==> config.mk <==
export PLATFORM = sky130hd
export DESIGN_NAME = ps2_move_queue_flat
export DESIGN_NICKNAME = d
export VERILOG_FILES = /design/src/rtl/ps2_move_pkg.sv /design/src/rtl/ps2_move_queue_if.sv /design/src/rtl/move_fifo.sv /design/src/rtl/ps2_move_queue.sv /design/src/flat_wrapper.sv
export SDC_FILE = /design/constraint.sdc
export NUM_CORES = 1
export LEC_CHECK = 0
export CAP_MARGIN = 20
export CORE_MARGIN = 3
export CORE_UTILIZATION = 48
export CTS_CLUSTER_SIZE = 12
export DETAILED_ROUTE_END_ITERATION = 16
export GPL_ROUTABILITY_DRIVEN = 0
export GPL_TIMING_DRIVEN = 0
export PLACE_DENSITY = 0.76
export SLEW_MARGIN = 20
export SYNTH_ARGS = -nofsm -noshare
export SYNTH_HDL_FRONTEND = slang
export SYNTH_SLANG_ARGS = --single-unit
==> constraint.sdc <==
create_clock -name clk -period 2.6 [get_ports clk]
set_input_delay 0.65 -clock clk [delete_from_list [all_inputs] [get_ports clk]]
set_output_delay 0.65 -clock clk [all_outputs]
set_load 0.005 [all_outputs]
==> src/rtl/ps2_move_pkg.sv <==
// Shared constants for the PS/2 move queue: move codes, scan codes, parser states.
package ps2_move_pkg;

  // Move codes presented to the position update stage
  localparam logic [2:0] MOVE_NONE   = 3'd0;
  localparam logic [2:0] MOVE_UP     = 3'd1;
  localparam logic [2:0] MOVE_DOWN   = 3'd2;
  localparam logic [2:0] MOVE_LEFT   = 3'd3;
  localparam logic [2:0] MOVE_RIGHT  = 3'd4;
  localparam logic [2:0] MOVE_ACTION = 3'd5;

  // Set-2 prefixes
  localparam logic [7:0] SC_E0 = 8'hE0;
  localparam logic [7:0] SC_F0 = 8'hF0;

  // Plain make codes
  localparam logic [7:0] SC_UP     = 8'h1D;
  localparam logic [7:0] SC_DOWN   = 8'h1B;
  localparam logic [7:0] SC_LEFT   = 8'h1C;
  localparam logic [7:0] SC_RIGHT  = 8'h23;
  localparam logic [7:0] SC_ACTION = 8'h29;

  // Extended (E0-prefixed) make codes: cursor keys
  localparam logic [7:0] SC_EXT_UP    = 8'h75;
  localparam logic [7:0] SC_EXT_DOWN  = 8'h72;
  localparam logic [7:0] SC_EXT_LEFT  = 8'h6B;
  localparam logic [7:0] SC_EXT_RIGHT = 8'h74;

  typedef enum logic [1:0] {
    StIdle,
    StExt,
    StBrk,
    StExtBrk
  } parser_state_e;

endpackage

==> src/rtl/ps2_move_queue_if.sv <==
// Byte-in / move-out bundle of the PS/2 move queue.
interface ps2_move_queue_if #(
  parameter int DEPTH  = 4,
  parameter int MOVE_W = 3
);
  localparam int CW = $clog2(DEPTH) + 1;

  logic              rx_done_tick;
  logic [7:0]        rx_data;
  logic              frame_tick;
  logic              flush;
  logic [MOVE_W-1:0] move_out;
  logic              move_valid;
  logic [CW-1:0]     count;
  logic              empty;
  logic              overflow;

  modport master (
    output rx_done_tick, rx_data, frame_tick, flush,
    input  move_out, move_valid, count, empty, overflow
  );

  modport slave (
    input  rx_done_tick, rx_data, frame_tick, flush,
    output move_out, move_valid, count, empty, overflow
  );
endinterface

==> src/rtl/move_fifo.sv <==
// Small synchronous FIFO of move codes; flush has priority over push and pop.
module move_fifo #(
  parameter int DEPTH  = 4,
  parameter int MOVE_W = 3,
  localparam int AW    = $clog2(DEPTH),
  localparam int CW    = AW + 1
) (
  input  logic              clk,
  input  logic              resetn,
  input  logic              push,
  input  logic [MOVE_W-1:0] wdata,
  input  logic              pop,
  input  logic              flush,
  output logic [MOVE_W-1:0] rdata,
  output logic [CW-1:0]     count,
  output logic              full,
  output logic              empty
);
  logic [MOVE_W-1:0] mem [DEPTH];
  logic [AW-1:0]     wr_ptr_q, rd_ptr_q;
  logic [CW-1:0]     count_q;
  logic              do_push, do_pop;

  assign full  = (count_q == CW'(DEPTH));
  assign empty = (count_q == '0);
  assign count = count_q;
  assign rdata = mem[rd_ptr_q];

  // A full FIFO still accepts a push when a pop frees a slot in the same cycle
  assign do_pop  = pop & ~empty;
  assign do_push = push & (~full | do_pop);

  // Pointer and occupancy state; pointers wrap naturally since DEPTH is a power of two
  always_ff @(posedge clk or negedge resetn) begin
    if (!resetn) begin
      wr_ptr_q <= '0;
      rd_ptr_q <= '0;
      count_q  <= '0;
    end else if (flush) begin
      wr_ptr_q <= '0;
      rd_ptr_q <= '0;
      count_q  <= '0;
    end else begin
      if (do_push) wr_ptr_q <= wr_ptr_q + AW'(1);
      if (do_pop)  rd_ptr_q <= rd_ptr_q + AW'(1);
      if (do_push && !do_pop)      count_q <= count_q + CW'(1);
      else if (do_pop && !do_push) count_q <= count_q - CW'(1);
    end
  end

  // Storage array, written at the tail
  always_ff @(posedge clk) begin
    if (do_push && !flush) mem[wr_ptr_q] <= wdata;
  end

endmodule

==> src/rtl/ps2_move_queue.sv <==
// PS/2 scan-code parser feeding a move FIFO that releases one move per frame tick.
// Optional typematic repeat filter: define PS2_MOVE_REPEAT_FILTER_EN.
module ps2_move_queue
  import ps2_move_pkg::*;
#(
  parameter int DEPTH  = 4,
  parameter int MOVE_W = 3
) (
  input logic            clk,
  input logic            resetn,
  ps2_move_queue_if.slave bus
);
  localparam int CW = $clog2(DEPTH) + 1;

  parser_state_e     state_q, state_d;
  logic              make_vld, make_ext, brk_vld, brk_ext;
  logic [2:0]        make_code;
  logic              make_mapped;
  logic              push;
  logic [MOVE_W-1:0] head;
  logic [CW-1:0]     fifo_count;
  logic              fifo_full, fifo_empty;

  function automatic logic [2:0] map_code(input logic ext, input logic [7:0] sc);
    logic [2:0] m;
    m = MOVE_NONE;
    if (!ext) begin
      case (sc)
        SC_UP:     m = MOVE_UP;
        SC_DOWN:   m = MOVE_DOWN;
        SC_LEFT:   m = MOVE_LEFT;
        SC_RIGHT:  m = MOVE_RIGHT;
        SC_ACTION: m = MOVE_ACTION;
        default:   m = MOVE_NONE;
      endcase
    end else begin
      case (sc)
        SC_EXT_UP:    m = MOVE_UP;
        SC_EXT_DOWN:  m = MOVE_DOWN;
        SC_EXT_LEFT:  m = MOVE_LEFT;
        SC_EXT_RIGHT: m = MOVE_RIGHT;
        default:      m = MOVE_NONE;
      endcase
    end
    return m;
  endfunction

  // Parser state register
  always_ff @(posedge clk or negedge resetn) begin
    if (!resetn) state_q <= StIdle;
    else         state_q <= state_d;
  end

  // Parser next state; classifies each completed byte as a make or a break
  always_comb begin
    state_d  = state_q;
    make_vld = 1'b0;
    make_ext = 1'b0;
    brk_vld  = 1'b0;
    brk_ext  = 1'b0;
    if (bus.rx_done_tick) begin
      unique case (state_q)
        StIdle: begin
          if (bus.rx_data == SC_E0)      state_d = StExt;
          else if (bus.rx_data == SC_F0) state_d = StBrk;
          else                           make_vld = 1'b1;
        end
        StExt: begin
          if (bus.rx_data == SC_F0) begin
            state_d = StExtBrk;
          end else begin
            make_vld = 1'b1;
            make_ext = 1'b1;
            state_d  = StIdle;
          end
        end
        StBrk: begin
          brk_vld = 1'b1;
          state_d = StIdle;
        end
        StExtBrk: begin
          brk_vld = 1'b1;
          brk_ext = 1'b1;
          state_d = StIdle;
        end
        default: state_d = StIdle;
      endcase
    end
    if (bus.flush) state_d = StIdle;
  end

  assign make_code   = map_code(make_ext, bus.rx_data);
  assign make_mapped = make_vld & (make_code != MOVE_NONE);

`ifdef PS2_MOVE_REPEAT_FILTER_EN
  logic [8:0] held_q;
  logic       held_vld_q;
  logic       same_key;

  assign same_key = held_vld_q & (held_q == {make_ext, bus.rx_data});
  assign push     = make_mapped & ~same_key;

  // Held-key tracker: a new make replaces it, the matching break releases it
  always_ff @(posedge clk or negedge resetn) begin
    if (!resetn) begin
      held_q     <= '0;
      held_vld_q <= 1'b0;
    end else if (bus.flush) begin
      held_q     <= '0;
      held_vld_q <= 1'b0;
    end else if (push) begin
      held_q     <= {make_ext, bus.rx_data};
      held_vld_q <= 1'b1;
    end else if (brk_vld && held_vld_q && held_q == {brk_ext, bus.rx_data}) begin
      held_vld_q <= 1'b0;
    end
  end
`else
  logic unused_brk;
  assign unused_brk = brk_vld ^ brk_ext;
  assign push       = make_mapped;
`endif

  move_fifo #(
    .DEPTH  (DEPTH),
    .MOVE_W (MOVE_W)
  ) u_fifo (
    .clk    (clk),
    .resetn (resetn),
    .push   (push),
    .wdata  (MOVE_W'(make_code)),
    .pop    (bus.frame_tick),
    .flush  (bus.flush),
    .rdata  (head),
    .count  (fifo_count),
    .full   (fifo_full),
    .empty  (fifo_empty)
  );

  // Frame result register: an empty frame still reports a valid NONE move
  always_ff @(posedge clk or negedge resetn) begin
    if (!resetn) begin
      bus.move_out   <= '0;
      bus.move_valid <= 1'b0;
    end else if (bus.flush) begin
      bus.move_out   <= MOVE_W'(MOVE_NONE);
      bus.move_valid <= 1'b0;
    end else if (bus.frame_tick) begin
      bus.move_out   <= fifo_empty ? MOVE_W'(MOVE_NONE) : head;
      bus.move_valid <= 1'b1;
    end else begin
      bus.move_valid <= 1'b0;
    end
  end

  // Sticky drop flag; only reset clears it
  always_ff @(posedge clk or negedge resetn) begin
    if (!resetn) begin
      bus.overflow <= 1'b0;
    end else if (push && fifo_full && !bus.frame_tick && !bus.flush) begin
      bus.overflow <= 1'b1;
    end
  end

  assign bus.count = fifo_count;
  assign bus.empty = fifo_empty;

endmodule

==> src/flat_wrapper.sv <==
// flat-port wrapper written by rule: the top's interface ports become plain ports
module ps2_move_queue_flat import ps2_move_pkg::*;
#(
  parameter int DEPTH  = 4,
  parameter int MOVE_W = 3
)
  (clk, resetn, bus_rx_done_tick, bus_rx_data, bus_frame_tick, bus_flush, bus_move_out, bus_move_valid, bus_count, bus_empty, bus_overflow);
  ps2_move_queue_if #(.DEPTH(DEPTH), .MOVE_W(MOVE_W)) bus_i ();
  input logic clk;
  input logic resetn;
  input wire logic [$bits(bus_i.rx_done_tick)-1:0] bus_rx_done_tick;
  input wire logic [$bits(bus_i.rx_data)-1:0] bus_rx_data;
  input wire logic [$bits(bus_i.frame_tick)-1:0] bus_frame_tick;
  input wire logic [$bits(bus_i.flush)-1:0] bus_flush;
  output wire logic [$bits(bus_i.move_out)-1:0] bus_move_out;
  output wire logic [$bits(bus_i.move_valid)-1:0] bus_move_valid;
  output wire logic [$bits(bus_i.count)-1:0] bus_count;
  output wire logic [$bits(bus_i.empty)-1:0] bus_empty;
  output wire logic [$bits(bus_i.overflow)-1:0] bus_overflow;
  assign bus_i.rx_done_tick = bus_rx_done_tick;
  assign bus_i.rx_data = bus_rx_data;
  assign bus_i.frame_tick = bus_frame_tick;
  assign bus_i.flush = bus_flush;
  assign bus_move_out = bus_i.move_out;
  assign bus_move_valid = bus_i.move_valid;
  assign bus_count = bus_i.count;
  assign bus_empty = bus_i.empty;
  assign bus_overflow = bus_i.overflow;
  ps2_move_queue #(.DEPTH(DEPTH), .MOVE_W(MOVE_W)) u_core (.clk(clk), .resetn(resetn), .bus(bus_i));
endmodule
Word-level counts from Yosys, hierarchy flattened. Memories as Yosys holds them, arrays and structs flattened. Cells that the tools add are included.

Bits in registers: 14. RAM bits: 12. Input port bits: 13. Output and inout bits: 9. Logic and storage cells: 83. Memories kept: 1.

Add/sub/neg operators: 4. Equal/unequal tests: 16. Muxes and demuxes: 29. Bitwise logic cells: 6. Reductions and logical operators: 20.

Memories: u_core.u_fifo.mem (depth 4, width 3, read ports 1, clocked after Yosys merged registers in 0, write ports 1, line move_fifo.sv:19) `logic [MOVE_W-1:0] mem [DEPTH];`.

Operators with widths (number): 8-bit by 7-bit equality test with 1-bit output, second input constant (4); 8-bit by 5-bit equality test with 1-bit output, second input constant (3); 3-bit two-way mux (7); 2-bit two-way mux (9); 8-bit by 6-bit equality test with 1-bit output, second input constant (2); 8-bit equality test, second input constant (2); 3-bit one-hot mux with 5 select lines (1); 3-bit one-hot mux with 4 select lines (1); 1-bit two-way mux (9); 2-bit nonzero test (4); 1-bit logical AND (6); 2-bit one-hot mux with 3 select lines (1); 3-bit nonzero test (2); 2-bit by 1-bit adder with 2-bit output, second input constant (2); 2-bit equality test, second input constant (2); 1-bit logical NOT (4); 4-bit by 2-bit inequality test with 1-bit output, second input constant (1); 3-bit by 1-bit adder with 3-bit output, second input constant (1); 1-bit AND (3); 3-bit equality test, second input constant (1); 3-bit logical NOT (1); 3-bit by 1-bit subtractor with 3-bit output, second input constant (1); 2-bit by 1-bit equality test with 1-bit output, second input constant (1); 2-bit logical NOT (1); 5 further kinds (6).

Logic depth before layout (Yosys ltp). Gate-level depths: netlist of run 1.

Depth in word-level cells: 13. Depth in mapped cells: 12. Gate-level depth less buffers: 11.

Hierarchy. From an unflattened synthesis of run 1, not the netlist that was laid out.

Cell total of the unflattened synthesis: 159. Area, all modules: 1657.8 um2.

Modules (own cells, without submodules): move_fifo (times used 1, cells each 79, area each 1016.0 um2, seq. area each 535.5 um2); ps2_move_queue (times used 1, cells each 80, area each 641.9 um2, seq. area each 175.2 um2).

Worst setup path before layout of run 1. Ideal clock, no wire load.

Path type: input to register. Start: input bus_rx_data[2]. End: register u_core.u_fifo.count_q[1], in the netlist u_core.u_fifo.count[1]. Library setup time: 0.079 ns. Data arrival time: 2.689 ns. Data required time: 2.521 ns. Path slack: -0.168 ns. Cell stages on the path: 11. Buffers on the path: 0. Cells stage by stage: and4bb_4 a41oi_2 nand3_2 nand3_2 or3_1 inv_1 fa_1 nor3_1 a21oi_1 or2_1 a21oi_1.

Longest elaborated chain between the ends: 11. Elaborated cells on any way between the ends: 29. Classes of those cells: eq/ne (11); mux (11); bitwise (2); reduce/logical (5).

Ends and longest elaborated chain: from (decl) (line flat_wrapper.sv:12) `input wire logic [$bits(bus_i.rx_data)-1:0] bus_rx_data;`; 8-bit equality test (line ps2_move_queue.sv:65, ps2_move_queue.sv:69); 1-bit two-way mux (line ps2_move_queue.sv:65, ps2_move_queue.sv:69); 1-bit two-way mux (line ps2_move_queue.sv:62) `unique case (state_q)`; 1-bit two-way mux (line ps2_move_queue.sv:61) `if (bus.rx_done_tick) begin`; 3-bit two-way mux (line ps2_move_queue.sv:27) `if (!ext) begin`; 3-bit nonzero test (line ps2_move_queue.sv:93) `assign make_mapped = make_vld & (make_code != MOVE_NONE);`; 1-bit AND * (line ps2_move_queue.sv:93); 1-bit AND * (line move_fifo.sv:31) `assign do_push = push & (~full | do_pop);`; 1-bit logical AND or 1-bit logical NOT (tied branches) (line move_fifo.sv:46, move_fifo.sv:47); 3-bit two-way mux or 1-bit logical AND (tied branches) (line move_fifo.sv:46, move_fifo.sv:47); 3-bit two-way mux or 3-bit nonzero test (tied branches); to (signal assigned) (line move_fifo.sv:46) `if (do_push && !do_pop) count_q <= count_q + CW'(1);`; to (signal assigned) (line move_fifo.sv:47) `else if (do_pop && !do_push) count_q <= count_q - CW'(1);`; to (decl) (line move_fifo.sv:21) `logic [CW-1:0] count_q;`.

Every way passes the cells marked *; elsewhere a longest branch is shown, timed or not. A chain may end at the register's enable or synchronous reset.

Worst setup path after layout of run 1.
Start: input bus_rx_data[2]. End: register u_core.u_fifo.count_q[2], in the netlist u_core.u_fifo.count[2].

The elaborated chain is that of the path after synthesis.

==> results of run 1 <==
synth_stat cells (4+ instances only):
master and instances:
dfrtp_1 14, edfxtp_1 12, nor2_1 12, a21oi_1 9, inv_1 8, nor2b_1 8, nor3_1 6, and2_1 4
and3b_1 4, ha_1 4
path summary, 6_finish.rpt:
kind | startpoint | end | slack [ns] | cells past startpoint
setup / recovery | bus_rx_data[2] | u_core.u_fifo.count[2] | -0.03 | 12
hold / removal | u_core.bus.overflow | u_core.bus.overflow | 0.50 | 1
setup reg to reg | u_core.state_q[1] | u_core.u_fifo.count[2] | 0.04 | 11
hold reg to reg | u_core.bus.overflow | u_core.bus.overflow | 0.50 | 1
max in group asynchronous | resetn | u_core.bus.move_valid | 1.47 | 1
min in group asynchronous | resetn | u_core.u_fifo.count[1] | 0.71 | 1
through the flow:
stage	util (%)	setup TNS [ns]	setup WS (ns)
finish	71.3	-0.0273	-0.0273
detailed placement	63.0	-6.30	-0.935
CTS	68.9	-0.0432	-0.0432
floorplan	-	-0.201	-0.116
global placement	63.0	-5.73	-0.885
global route	71.3	-0.0781	-0.0734
registers in the layout, indices dropped and copies added (netlist names):
register and flops:
u_core.bus.move_out 3, u_core.bus.move_valid 1, u_core.bus.overflow 1, u_core.state_q 2
u_core.u_fifo.count 3, u_core.u_fifo.mem 12, u_core.u_fifo.rd_ptr_q 2, u_core.u_fifo.wr_ptr_q 2
worst max-delay path: stages:
cell and delay (ns):
buf_8 0.11, and4bb_4 0.36, a41o_1 0.23, nand4_2 0.13, nand3_2 0.12, or3_4 0.13, inv_2 0.03, fa_2 0.36
nor3_2 0.13, and4_1 0.23, a31oi_2 0.06, mux2_4 0.31
cell families (layout without fill, tap and decap cells):
group | count (synthesis) | in the layout | synth area share [%]
buffers and inverters | 13 | 55 | 3.87
adders and majority gates | 5 | 5 | 4.61
and+or+nand+nor | 57 | 57 | 24.5
AOI/OAI and AO/OA | 25 | 25 | 12.1
xor gates and xnor gates | 4 | 4 | 2.31
DFF | 26 | 26 | 46.8
muxes | 5 | 5 | 5.85
metal layers:
layer / up-vias / share of wire [%]
li1: 589 / -
met5: - / 0
met1: 582 / 43
met2: 38 / 51
met4: 0 / 1.3
met3: 7 / 4.6
power groups by stage:
| stage | registers [W] | clock network (W) | logic (W) |
|---|---|---|---|
| 4_1_cts | 0.000506 | 0.000283 | 0.000457 |
| 5_1_grt | 0.000514 | 0.000301 | 0.000528 |
| 3_3_place_gp | 0.000508 | 0 | 0.000419 |
| 2_1_floorplan | 0.000506 | 0 | 0.000270 |
| 3_5_place_dp | 0.000510 | 0 | 0.000435 |
| 6_report | 0.000507 | 0.000275 | 0.000481 |
cell type report:
class                           instances  area share (%)
Multi-Input combinational cell         96            41.2
Clock inverter                          1            1.46
Sequential cell                        26            34.7
Inverter                                8            1.46
Tap cell                               42            2.56
Buffer                                  5            1.71
Timing Repair Buffer                   38            15.9
Clock buffer                            3            1.10
what timing repair did:
item | CTS | global route
gates resized for setup | 56 | 7
setup buffers | 11 | 6
endpoints found under the setup margin | 8 | 2
pin swaps | 16 | 11
==> results.md, run 1 <==
* Max-slew violations at 0
* Core region area at between 2000 and 3000 um^2
* Clock power frac at between 20% and 30%
* Maxcap violations at 0
* Commonest non-fill, non-tap cells in the layout: buf_4 (17), dfrtp_1 (14), edfxtp_1 (12)
* Met2 usage in global routing at slightly below 30%
* Initial Util at roughly 53%
* CP Launch Type: primary input
* Synth-to-Final Area Change at 35.0%
* Antenna Nets Post-Route at 0
* Int Pwr at between 0.0008 and 0.0009 W
* Cell area after synthesis at about 1500 um^2
* DR iter-0 viols at 36
* Ant diodes at 0
* Clk sinks at 26
* Final Setup Violations at 1
* Worst Setup End Kind: flip-flop
* Hold buffers post-CTS at 0
* Die H at just over 60 um
* Wire length of the first global-routing pass at around 5300 um
* Sequential share of power at between 40% and 50%
* Row cnt at 19
* P_sw at between 0.0003 and 0.0004 W
* Post-DP HPWL at ~2200 um
* Register area at roughly 710 um^2
* Worst skew pair latency at around 0.32 ns
* # fillers at between 200 and 250
* Prevailing post-synth register cell: dfrtp_1
* Failing checks: negative setup slack
* DR vias at around 1.2k
* DR vias/cell at approximately 5.6
* Die Area at around 3900 um^2
* Largest net degree at the start of global routing at 16
* 1st-pass router iterations at 4
* I/O pin total at 22
* Slew margin rel. at a little under three fifths
* DR DRC count at 0
* Number of synthesized flops with an enable pin at 12
* Met3 GRT Util at between 3 and 4%
* Final hold vios at 0
* Final Non-Filler Cells at approximately 220
* Final period util at 101%
* Die X-Extent at ~62 um
* Maximum VDD drop at approximately 0.43 mV
* Top achievable clock speed at roughly 0.38 GHz
* Post-synthesis register bit count at 26
* Synthesized area per cell at ~11 um^2
* Critical path class: primary input to flip-flop
* Leak pwr at between 0.8 and 0.9 nW
* # port buffers at 21
* Crit path required time at about 2.8 ns
* GRT Residual Overflow at 0
* # H-tree levels at 1
* Setup Skew at around 0.0040 ns
* Total Routing Usage GR at 17.2%
* Crit path setup slack, layout at -0.0273 ns
* WP data arrival at 2.85 ns
* Num CTS Buffers at 3
* Hold crit path type: flip-flop to flip-flop
* Minimum clock period at 2.63 ns
* Layout cells sized above 1 at between 30% and 40%
* Top Usage Layer GRT: met2
* Crit path max fanout at 9
* Clk root buf: clkbuf_4
* Vias in the first global route at roughly 1.2k
* Total power at between 0.001 and 0.0015 W
* Logic pwr share at 38.1%
* Design Area, Final at 2050 um^2
* Register area share after synthesis at a little under half
* Least-Margin Pin Slew at approximately 0.66 ns
* Synth warnings at 0
* Post-synth ARST share at ~54%
* RSZ-0062 raised after global routing: true
* Library cells used by synthesis at 47
* Cells after DPL at 198
* Power Density at between 600 and 700 nW/um^2
* Met1 usage at between 20% and 30%
* Synth area leader: edfxtp_1
* DR WL/cell at approximately 15 um
* Synth Instances at about 140
* Nets@finish at just under 200
* CTS max path bufs at 2
* Hold slack at roughly 0.5 ns
* Status: finished with violations
* Initial antenna violation count at 0
* CTS tree: done
* DP Area at 1810 um^2
* Footprint of the multi-input gates at between 800 and 900 um^2
* Ranking of synthesized cells by area: edfxtp_1 (24%), dfrtp_1 (23%), mux4_2 (4.4%)
* Routed wire length at about 3300 um
* Most common cell after layout, fill and taps aside: buf_4
* Switching share of total power at just over 30%
* Yosys top cell area share at 23.7%
* Worst-path clk slew at 0.14 ns
* Syn nets at between 150 and 200
Note: power is estimated with default switching activity, not from simulation.
==> inputs of run 2 (changes only) <==
- ABC_CLOCK_PERIOD_IN_PS: unset -> 2600
- REMOVE_ABC_BUFFERS: unset -> 1
==> run 2 against run 1 <==
The flow still finishes with violations (negative setup slack). Flip-flop and latch count stayed put. Routed wire length is 27% higher. First-iteration DRC count grew to 2.8 times the previous value. Sequential share of layout area is 1.4 points lower. Highest routed layer unchanged.
==> results.md, run 2 (synthesis gave the netlist of run 1 again) <==
* Leak pwr at 0.851 nW (was 0.806 nW)
* Power Density at 616 nW/um^2 (was 615 nW/um^2)
* Worst skew pair latency at 0.33 ns (was 0.32 ns)
* Die X-Extent at 62.3 um (unchanged)
* Max FFs per register at 12 (unchanged)
* Worst-path clk slew at 0.13 ns (was 0.14 ns)
* Met2 WL at 2240 um (was 1710 um)
* Commonest non-fill, non-tap cells in the layout: buf_4 (31), dfrtp_1 (14), edfxtp_1 (12) (was buf_4 (17), dfrtp_1 (14), edfxtp_1 (12))
* Vias in the first global route at 1,315 (was 1,156)
* R2r endpoint: u_core.u_fifo.count[1] (was u_core.u_fifo.count[2])
* DR iter-0 viols at 99 (was 36)
* Crit path setup slack, layout at -0.123 ns (was -0.0273 ns)
* Hold buffers post-CTS at 0 (unchanged)
* Largest net degree at the start of global routing at 18 (was 16)
* WL met3 at 168 um (was 153 um)
* # H-tree levels at 1 (unchanged)
* DR DRC count at 0 (unchanged)
* Clk sinks at 26 (unchanged)
* Synth-to-Final Area Change at 40.6% (was 35.0%)
* Crit path max fanout at 8 (was 9)
* Ant diodes at 0 (unchanged)
* Setup Skew at 0.00749 ns (was 0.00404 ns)
* Util after Layout at 74.2% (was 71.3%)
* Die H at 62.3 um (unchanged)
* Reg2reg start: u_core.state_q[0] (was u_core.state_q[1])
* Highest Signal Layer: met4 (unchanged)
* Crit path required time at 2.85 ns (was 2.83 ns)
* Top achievable clock speed at 0.367 GHz (was 0.381 GHz)
* Num CTS Buffers at 3 (unchanged)
* Row cnt at 19 (unchanged)
* Core region area at 2880 um^2 (unchanged)
* Slew margin rel. at 56.6% (was 56.0%)
* # port buffers at 21 (unchanged)
* Failing checks: negative setup slack (unchanged)
* R2R cell count at 12 (was 11)
* DR vias at 1,342 (was 1,216)
* CP Launch Type: primary input (unchanged)
* Status: finished with violations (unchanged)
* Die Area at 3880 um^2 (unchanged)
* Final hold vios at 0 (unchanged)
* Layout cells sized above 1 at 38.4% (was 33.9%)
* HP Start: u_core.bus.overflow (unchanged)
* GRT Residual Overflow at 0 (unchanged)
* 1st-pass router iterations at 4 (unchanged)
* Maxcap violations at 0 (unchanged)
* Max-slew violations at 0 (unchanged)
* Worst Setup End Kind: flip-flop (unchanged)
* RSZ-0062 raised after global routing: true (unchanged)
* I/O pin total at 22 (unchanged)
* Initial antenna violation count at 0 (unchanged)
* DR vias/cell at 5.91 (was 5.55)
* CTS tree: done (unchanged)
* Maximum VDD drop at 0.478 mV (was 0.426 mV)
* DR WL/cell at 18.6 um (was 15.2 um)
* Least-Margin Pin Slew at 0.650 ns (was 0.658 ns)
* Routed wire length at 4220 um (was 3340 um)
* Minimum clock period at 2.72 ns (was 2.63 ns)
* Total Routing Usage GR at 21.1% (was 17.2%)
* Final period util at 105% (was 101%)
* Initial Util at 52.8% (unchanged)
* DRT met1 WL at 1640 um (was 1430 um)
* Final Setup Violations at 6 (was 1)
* Post-DP HPWL at 2290 um (was 2240 um)
* R2r setup slk at -0.08 ns (was 0.04 ns)
* Min-Delay Endpoint: u_core.bus.overflow (unchanged)
* Clk root buf: clkbuf_4 (unchanged)
* Nets@finish at 204 (was 196)
* Setup TNS Final at -0.224 ns (was -0.0273 ns)
* Wire length of the first global-routing pass at 6510 um (was 5330 um)
* Hold path depth at 1 (unchanged)
* Hold crit path type: flip-flop to flip-flop (unchanged)
* Antenna Nets Post-Route at 0 (unchanged)
* CTS max path bufs at 2 (unchanged)
* Most common cell after layout, fill and taps aside: buf_4 (unchanged)
* WP data arrival at 2.98 ns (was 2.85 ns)
* Reg with most FFs: u_core.u_fifo.mem (unchanged)
* Design Area, Final at 2140 um^2 (was 2050 um^2)
* Critical path class: primary input to flip-flop (unchanged)
* DP Area at 1750 um^2 (was 1810 um^2)
run 2: changes by cell type in the layout (fill, tap and decap cells not counted), moves of 2 or more:
cell / change
buf_12: +2
buf_4: +14
nand3_2: -2
buf_6: -3
clkbuf_1: -2
run 2: per-layer routing:
metal	GRT usage, %	up-vias
li1	-	604
met1	24.0	681
met2	39.4	42
met3	4.32	15
met4	6.89	0
met5	0	-
run 2: power by group:
group / switching, W / leakage, nW / total, W / internal, W
registers: 0.0000664 / 0.304 / 0.000530 / 0.000463
logic: 0.000236 / 0.520 / 0.000506 / 0.000270
clock network: 0.000123 / 0.0279 / 0.000279 / 0.000156
total: 0.000426 / 0.851 / 0.00131 / 0.000889
run 2: worst max path at each step:
| stage | from | end | cells past startpoint | slack (ns) |
|---|---|---|---|---|
| final | bus_rx_data[4] | u_core.u_fifo.count[1] | 12 | -0.12 |
| after global routing | u_core.state_q[0] | u_core.u_fifo.count[1] | 12 | -0.20 |
| after CTS | bus_rx_data[2] | u_core.u_fifo.count[1] | 12 | -0.02 |
| after detailed placement | bus_rx_data[4] | u_core.u_fifo.count[2] | 12 | -1.30 |
| after global placement | bus_rx_data[4] | u_core.u_fifo.count[2] | 12 | -1.19 |
| after floorplan | bus_rx_data[2] | u_core.u_fifo.count[1] | 11 | -0.27 |
run 2: cell type report:
type                    instances  area, um^2
clock buffers                   3        22.5
clock inverters                 1        30.0
fillers                       194         741
inverters                       8        32.5
multi-input cells              96         856
flip-flops and latches         26         711
well taps                      42        52.6
repair buffers                 51         432
run 2: timing repair:
item | CTS | global route
resized for setup | 67 | 5
setup buffers | 23 | 7
pin swaps | 19 | 9
endpoints found under the setup margin | 15 | 7
hold endpoints to repair | 0 | 0
cloned | 0 | 0
run 2: critical path: stages:
cell,delay [ns]
buf_12,0.12
and4bb_1,0.30
nand4_1,0.15
nand4_2,0.17
nand3_4,0.08
or3_4,0.35
inv_4,0.07
fa_2,0.45
nor3_2,0.23
a21oi_1,0.05
or2_1,0.22
a21oi_2,0.13
run 2: metrics by stage:
step           std cells  hold WS (ns)  setup WS [ns]  power, W
4_1_cts              220         0.495        -0.0240   0.00127
3_3_place_gp         193         0.462          -1.19  0.000895
5_1_grt              227         0.537         -0.195   0.00138
6_report             227         0.498         -0.123   0.00131
3_5_place_dp         193         0.465          -1.30  0.000927
2_1_floorplan        130         0.354         -0.273  0.000747
